==> src/rtl/imu_sample_sequencer.sv <==
// Periodic IMU burst reader: drives an I2C byte master through a register-pointer
// write plus a burst read, and double-buffers each completed sample.
module imu_sample_sequencer #(
  parameter logic [6:0] DEV_ADDR       = 7'h68,
  parameter logic [7:0] START_REG      = 8'h3B,
  parameter int         NBYTES         = 14,
  parameter int         PERIOD_CYCLES  = 500000,
  parameter int         TIMEOUT_CYCLES = 65535
) (
  input  logic        clk_clk,
  input  logic        reset_reset_n,
  input  logic        enable,
  output logic        cmd_valid,
  input  logic        cmd_ready,
  output logic [2:0]  cmd_op,
  output logic [7:0]  cmd_data,
  input  logic        rsp_valid,
  input  logic [7:0]  rsp_data,
  input  logic        rsp_nack,
  input  logic [3:0]  rd_addr,
  output logic [7:0]  rd_data,
  output logic        sample_valid,
  output logic        busy,
  output logic [15:0] sample_count,
  output logic [7:0]  err_count,
  output logic [7:0]  overrun_count,
  output logic [2:0]  state_dbg
);

  typedef enum logic [2:0] {
    IDLE   = 3'd0,
    ADDR_W = 3'd1,
    REG    = 3'd2,
    ADDR_R = 3'd3,
    READ   = 3'd4,
    STOP   = 3'd5,
    ABORT  = 3'd6
  } state_t;

  localparam int PW = (PERIOD_CYCLES > 1) ? $clog2(PERIOD_CYCLES) : 1;
  localparam int TW = (TIMEOUT_CYCLES > 1) ? $clog2(TIMEOUT_CYCLES) : 1;
  localparam logic [PW-1:0] P_LAST    = PW'(PERIOD_CYCLES - 1);
  localparam logic [TW-1:0] T_LAST    = TW'(TIMEOUT_CYCLES - 1);
  localparam logic [3:0]    LAST_BYTE = 4'(NBYTES - 1);

  localparam logic [2:0] OP_WRITE       = 3'd0;
  localparam logic [2:0] OP_START_WRITE = 3'd1;
  localparam logic [2:0] OP_READ_ACK    = 3'd2;
  localparam logic [2:0] OP_READ_NACK   = 3'd3;
  localparam logic [2:0] OP_STOP        = 3'd4;

  state_t          state_q, state_d;
  logic [PW-1:0]   pcnt_q;
  logic [TW-1:0]   tcnt_q;
  logic            pending_q;
  logic            drop_q;
  logic [3:0]      byte_q;
  logic            rd_sel_q;
  logic [7:0]      bank_mem [0:31];

  logic tick, rsp_take, timeout, nack_err, done_ok;

  // Handshake: a command transfers on the cycle cmd_valid && cmd_ready; from then
  // until its rsp_valid (or a timeout) the command is pending and cmd_valid stays low.
  // A rsp_valid that arrives with nothing pending, or the first one after a timeout,
  // is discarded.
  always_comb begin
    tick     = (pcnt_q == P_LAST);
    rsp_take = rsp_valid && pending_q && !drop_q;
    timeout  = pending_q && !rsp_take && (tcnt_q == T_LAST);
    nack_err = rsp_take && rsp_nack &&
               ((state_q == ADDR_W) || (state_q == REG) || (state_q == ADDR_R));
  end

  always_comb begin
    state_d   = state_q;
    done_ok   = 1'b0;
    cmd_op    = OP_WRITE;
    cmd_data  = '0;
    case (state_q)
      IDLE: if (tick && enable) state_d = ADDR_W;
      ADDR_W: begin
        cmd_op   = OP_START_WRITE;
        cmd_data = {DEV_ADDR, 1'b0};
        if (rsp_take) state_d = rsp_nack ? ABORT : REG;
      end
      REG: begin
        cmd_op   = OP_WRITE;
        cmd_data = START_REG;
        if (rsp_take) state_d = rsp_nack ? ABORT : ADDR_R;
      end
      ADDR_R: begin
        cmd_op   = OP_START_WRITE;
        cmd_data = {DEV_ADDR, 1'b1};
        if (rsp_take) state_d = rsp_nack ? ABORT : READ;
      end
      READ: begin
        cmd_op = (byte_q == LAST_BYTE) ? OP_READ_NACK : OP_READ_ACK;
        if (rsp_take && (byte_q == LAST_BYTE)) state_d = STOP;
      end
      STOP: begin
        cmd_op = OP_STOP;
        if (rsp_take) begin
          state_d = IDLE;
          done_ok = 1'b1;
        end
      end
      ABORT: begin
        cmd_op = OP_STOP;
        if (rsp_take) state_d = IDLE;
      end
      default: state_d = IDLE;
    endcase
    // A lost response inside the closing STOP leaves nothing further to clean up.
    if (timeout) state_d = ((state_q == STOP) || (state_q == ABORT)) ? IDLE : ABORT;
    cmd_valid = (state_q != IDLE) && !pending_q;
    if (!cmd_valid) begin
      cmd_op   = OP_WRITE;
      cmd_data = '0;
    end
  end

  always_ff @(posedge clk_clk) begin
    if (!reset_reset_n) begin
      state_q       <= IDLE;
      pcnt_q        <= '0;
      tcnt_q        <= '0;
      pending_q     <= 1'b0;
      drop_q        <= 1'b0;
      byte_q        <= '0;
      rd_sel_q      <= 1'b0;
      sample_valid  <= 1'b0;
      sample_count  <= '0;
      err_count     <= '0;
      overrun_count <= '0;
    end else begin
      state_q      <= state_d;
      pcnt_q       <= tick ? '0 : pcnt_q + 1'b1;
      sample_valid <= done_ok;
      if (done_ok) begin
        rd_sel_q     <= ~rd_sel_q;
        sample_count <= sample_count + 16'd1;
      end
      if (tick && enable && (state_q != IDLE) && (overrun_count != 8'hFF))
        overrun_count <= overrun_count + 8'd1;
      if ((nack_err || timeout) && (err_count != 8'hFF))
        err_count <= err_count + 8'd1;
      if (cmd_valid && cmd_ready) begin
        pending_q <= 1'b1;
        tcnt_q    <= '0;
      end else if (rsp_take || timeout) begin
        pending_q <= 1'b0;
      end else if (pending_q) begin
        tcnt_q <= tcnt_q + 1'b1;
      end
      if (timeout) drop_q <= 1'b1;
      else if (rsp_valid && drop_q) drop_q <= 1'b0;
      if ((state_q != READ) && (state_d == READ)) byte_q <= '0;
      else if ((state_q == READ) && rsp_take) byte_q <= byte_q + 4'd1;
    end
  end

  // Bank storage carries no reset so a stale sample survives a reset.
  always_ff @(posedge clk_clk) begin
    if ((state_q == READ) && rsp_take) bank_mem[{~rd_sel_q, byte_q}] <= rsp_data;
  end

  always_ff @(posedge clk_clk) begin
    if (!reset_reset_n) rd_data <= '0;
    else                rd_data <= bank_mem[{rd_sel_q, rd_addr}];
  end

  assign busy      = (state_q != IDLE);
  assign state_dbg = state_q;

endmodule

==> config.mk <==
export PLATFORM = sky130hd
export DESIGN_NAME = imu_sample_sequencer
export DESIGN_NICKNAME = d
export VERILOG_FILES = /design/src/rtl/imu_sample_sequencer.sv
export SDC_FILE = /design/constraint.sdc
export NUM_CORES = 1
export LEC_CHECK = 0
export ABC_AREA = 1
export CORE_MARGIN = 2
export CORE_UTILIZATION = 45
export CTS_CLUSTER_SIZE = 25
export DETAILED_ROUTE_END_ITERATION = 8
export GPL_TIMING_DRIVEN = 0
export SYNTH_ARGS = -nofsm -noshare
export SYNTH_HDL_FRONTEND = slang
export SYNTH_SLANG_ARGS = --single-unit
export TNS_END_PERCENT = 30
==> constraint.sdc <==
create_clock -name clk_clk -period 2.2 [get_ports clk_clk]
set_clock_uncertainty 0.2 [all_clocks]
set_input_delay 0.33 -clock clk_clk [delete_from_list [all_inputs] [get_ports clk_clk]]
set_output_delay 0.33 -clock clk_clk [all_outputs]
set_load 0.02 [all_outputs]
* After elaboration in Yosys (flattened, before gate mapping) *
Memory sizes are Yosys's and may differ from the RTL's. A register that Yosys moved wholly into a read port is not among the register bits.
Cells that the tools add are included.

word-level totals
  bits in registers = 78
  RAM bits = 256
  input bits = 18
  output and inout port bits = 57
  logic and storage cells = 94
  memories = 1

memory list
  memory    depth  bits a word  read ports  clocked after Yosys merged registers in  write ports  line  source
  bank_mem  32     8            1           1                                        1            59    logic [7:0] bank_mem [0:31];

cells by class
  add/sub/neg operators = 6
  equal/unequal tests = 13
  muxes and demuxes = 25
  bitwise operators = 3
  reduce and logical (&&, ||, !) cells = 35

operators by type and width
  cell                                                  number
  two-way mux 3 bit                                     11
  adder 16 x 1 -> 16 bit (second input constant)        2
  one-hot mux 8 bit (3 select lines)                    1
  adder 19 x 1 -> 19 bit (second input constant)        1
  equality test 19 bit (second input constant)          1
  one-hot mux 3 bit (6 select lines)                    1
  adder 8 x 1 -> 8 bit (second input constant)          2
  equality test 16 bit (second input constant)          1
  logical AND 1 bit                                     16
  != test 8 bit (second input constant)                 2
  equality test 3 bit (second input constant)           4
  OR reduction 2 bit                                    5
  two-way mux 1 bit                                     9
  one-hot mux 3 bit (3 select lines)                    1
  two-way mux 8 bit                                     1
  equality test 3 x 2 -> 1 bit (second input constant)  2
  logical OR 1 bit                                      5
  adder 4 x 1 -> 4 bit (second input constant)          1
  equality test 4 bit (second input constant)           1
  logical NOT 1 bit                                     4
  nonzero test 2 bit                                    2
  equality test 3 x 1 -> 1 bit (second input constant)  1
  logical NOT 3 bit                                     1
  != test 3 bit (second input constant)                 1
  4 further kinds                                       6

* Logic depth before layout (Yosys ltp) *
  word-level depth = 9
  depth in mapped cells = 13
  gate-level depth less buffers = 13

* Worst setup path before layout *
OpenSTA, ideal clock, no wires.

  path kind = flip-flop to flip-flop
  start point = reg state_q[0] (netlist: state_dbg[0])
  end point = mem bank_mem[19][0], enable pin
  setup time = 0.383 ns
  arrival = 1.740 ns
  data required time = 1.617 ns
  path slack = -0.123 ns
  stages on the path, launching flop included = 9
  path buffers = 1
  clock period less this slack = 2.323 ns
  cells stage by stage = dfxtp_1 buf_2 inv_1 nand2_1 nor2_1 inv_1 nor2_4 nand3_1 nor3_1

between the ends
  word-level cells in the longest chain between the ends = 4

RTL lines
  what                                     line  source
  start, declared                          52    state_t state_q, state_d;
  start signal, assigned                   137   state_q <= state_d;
  equality test 3 bit                      165   if ((state_q == READ) && rsp_take) bank_mem[{~rd_sel_q, byte_q}] <= rsp_data;
  logical AND 1 bit                        165
  two-way mux 1 bit                        165
  two-way mux 1 bit (implied by the code)  165
  end, declared                            59

Every way passes these cells.

==> summary.txt <==
Layout
  – N_diodes: 0
  – Util after Layout: 0.5504
  – Layout cells sized above 1: 0.1315
  – Nets: 1,641
  – Design area: 0.01782 mm^2
  – Fill count: 2,893
  – Layout area overhead: 20.92%

Timing
  – RSZ-0062 raised after global routing: yes
  – Max Freq: 458.8 MHz
  – Relative slew slack: 0.05350
  – Final setup viols: 0
  – Final Hold Fails: 0
  – Final Max Tran Viols: 0
  – Final worst-path cycle share: 0.9908
  – Worst slew pin tran: 1.415 ns
  – Min Tclk post-route: 2.180 ns

Drt
  – Drt pass-1 iters: 7
  – Initial drt markers: 1,059
  – Final Routed Wirelength: 38,830 um
  – Per-cell routed wire length: 18.69 um
  – DRC: 0
  – Routed via count: 11,080
  – Via density: 5.333
  – Post-route ant nets: 0

Synthesis
  – Leading post-synthesis cells by cell area: edfxtp_1 52%, dfxtp_1 12%, nand2_1 7.7%
  – Cells after Synth: 1,481
  – Synth cell types: 43
  – Mapped Area: 0.01473 mm^2
  – Yosys reg bits: 342
  – Number of synthesized flops with an enable pin: 256
  – Synth warn: 0
  – Synth top area share: 0.5217
  – Synthesized Nets: 1,509
  – Yosys top cell by area: edfxtp_1
  – Syn_area_per_cell: 9.949 um^2
  – Ys async rst share: 0
  – Register area share after synthesis: 0.6386
  – Main synth FF type: edfxtp_1

Place
  – Placed inst area: 0.01601 mm^2
  – DP Wirelength: 25,840 um
  – PortBufs: 71
  – Routability Congestion: 0.9431

Die
  – Effective utilization at floorplan: 0.4552
  – DIE WIDTH: 185.0 um
  – # rows: 66
  – Die Area: 0.03421 mm^2
  – I/O Pins: 75
  – Die height: 185.0 um
  – Core box area: 0.03237 mm^2

Setup path
  – Critical path type: in -> reg
  – Worst EP required: 2.41 ns
  – CP startpoint kind: input pin
  – Setup crit end kind: flip-flop
  – Crit path max fanout: 10
  – Worst path arrival time: 2.39 ns

Clocking
  – TritonCTS clock tree: yes
  – CTS clk-pin slew, worst paths: 0.06 ns
  – Clock Root Buffer: clkbuf_16
  – Clock Sinks: 342
  – Clock latency at the later pin of the worst-skew pair: 0.52 ns
  – Hold buffers post-CTS: 0
  – Clock Tree Buf Depth: 3
  – H-tree depth: 2
  – CTS buffer count: 37

Pwr
  – Worst vdd ir: 0.0005106 V
  – Power Density: 776.3 mW/mm^2
  – LEAKAGE: 6.287 nW

GRT
  – Vias in the first global route: 10,540
  – Initial antenna violation count: 0
  – First-pass GRT wire length: 59,600 um
  – Largest net degree at the start of global routing: 33
  – GRT Util Overall: 0.2297
  – GRT overflow: 0

Job
  – Max-cap viol count: 0

Hold path
  – Min-delay worst type: in -> reg

Run status
  – Outcome: completed
## timing repair
| item | in CTS | in global routing |
|---|---|---|
| gates resized for setup | 128 | 52 |
| pin swaps | 9 | 7 |
| endpoints found under the hold margin | 0 | 0 |
| endpoints found under the setup margin | 268 | 269 |
| cloned | 0 | 1 |
| buffers inserted | 15 | 4 |
## cells in the mapped netlist, types with 14 or more instances
library cell and instances:
edfxtp_1 256, inv_1 94, o31ai_1 16, a21oi_1 81
dfxtp_1 86, o22ai_1 16, nand4_1 25, nor2_1 225
clkbuf_1 37, buf_2 24, o21ai_0 108, xor2_1 14
nand3_1 87, nor3_1 23, nand2_1 303
## cell families (layout without fill, tap and decap cells)
family,count (synthesis),in the layout,synth area share
simple gates,694,695,0.2010
other cells,1,1,0.0002545
compound gates,245,245,0.09171
buf+inv,168,321,0.04747
xor+xnor,21,21,0.01248
fa+ha+maj,10,10,0.008492
flops,342,342,0.6386
## worst paths after layout
path	start	slack (ns)	cells past startpoint	endpoint
setup / recovery	rd_addr[0]	0.02	10	rd_data[4]$_SDFF_PN0_
hold / removal	rsp_data[1]	0.21	1	bank_mem[3][1]$_DFFE_PP_
hold reg to reg	pcnt_q[0]$_SDFF_PP0_	0.25	1	pcnt_q[0]$_SDFF_PP0_
setup reg to reg	state_dbg[0]$_SDFF_PN0_	0.10	10	bank_mem[3][7]$_DFFE_PP_
## power by group
part           leakage, nW  internal, mW  switching [mW]
clock                0.579          3.60            2.48
sequential            3.00          6.95          0.0133
combinational         2.71         0.223           0.568
## registers in the layout, indices dropped and copies added, names as in the netlist, 3 cells and up
register,cells
bank_mem,256
byte_q,4
err_count,8
overrun_count,8
pcnt_q,19
rd_data,8
sample_count,16
state_dbg,3
tcnt_q,16
## critical path, stage by stage
cell and delay [ns]:
clkdlybuf4s50_1 0.54, inv_1 0.07, clkbuf_4 0.20, clkbuf_1 0.28
nor2_1 0.18, nor2_1 0.06, o31ai_1 0.42, nand3_1 0.14
nand2_1 0.09, nor2_1 0.07
## final cells by class
class	count	area, um^2	area share
Buffer	68	367.9	0.02065
Timing Repair Buffer	92	880.8	0.04944
Multi-Input combinational cell	972	5035	0.2826
Clock buffer	49	1055	0.05920
Inverter	100	379.1	0.02128
Tap cell	442	553.0	0.03104
Clock inverter	12	125.1	0.007023
Sequential cell	342	9420	0.5288
## cell usage in the layout (no fill, tap or decap), types with 9 or more instances in the layout
cell	netlist	layout
a21oi_1	81	81
buf_4	4	25
o21ai_0	108	108
clkbuf_2	0	12
clkdlybuf4s50_1	0	54
dfxtp_1	86	81
o22ai_1	16	16
buf_2	24	21
nor2_4	6	41
clkbuf_4	0	9
edfxtp_1	256	256
nand2_1	303	297
xor2_1	14	14
clkbuf_16	0	40
nand4_1	25	25
inv_1	94	90
nor3_1	23	20
o31ai_1	16	16
clkbuf_1	37	33
nand3_1	87	86
nor2_1	225	188
## metrics by stage
stage / setup TNS, ns / std cells / hold WS [ns] / worst slack (ns) / total power, mW
2_1_floorplan: -2.051 / 1481 / 0.2132 / -0.1234 / 7.500
3_3_place_gp: -252.90 / 1994 / 0.2264 / -1.310 / 7.858
3_5_place_dp: -252.84 / 1995 / 0.2450 / -1.025 / 7.865
4_1_cts: -0.9799 / 2071 / 0.2411 / -0.04901 / 13.89
5_1_grt: -0.1272 / 2077 / 0.2273 / -0.07475 / 14.21
6_report: 0 / 2077 / 0.2070 / 0.02028 / 13.83
## per-layer routing
metal  wire length [um]  share of wire  vias to the layer above  GRT usage
met5                  0              0                        -          0
met4                972          0.025                        0    0.07587
met3               2833          0.073                       72    0.03873
met2              17970           0.46                      377     0.3681
met1              17050           0.44                     5283     0.3189
li1                   -              -                     5344          -
Note: power is estimated with default switching activity, not from simulation.
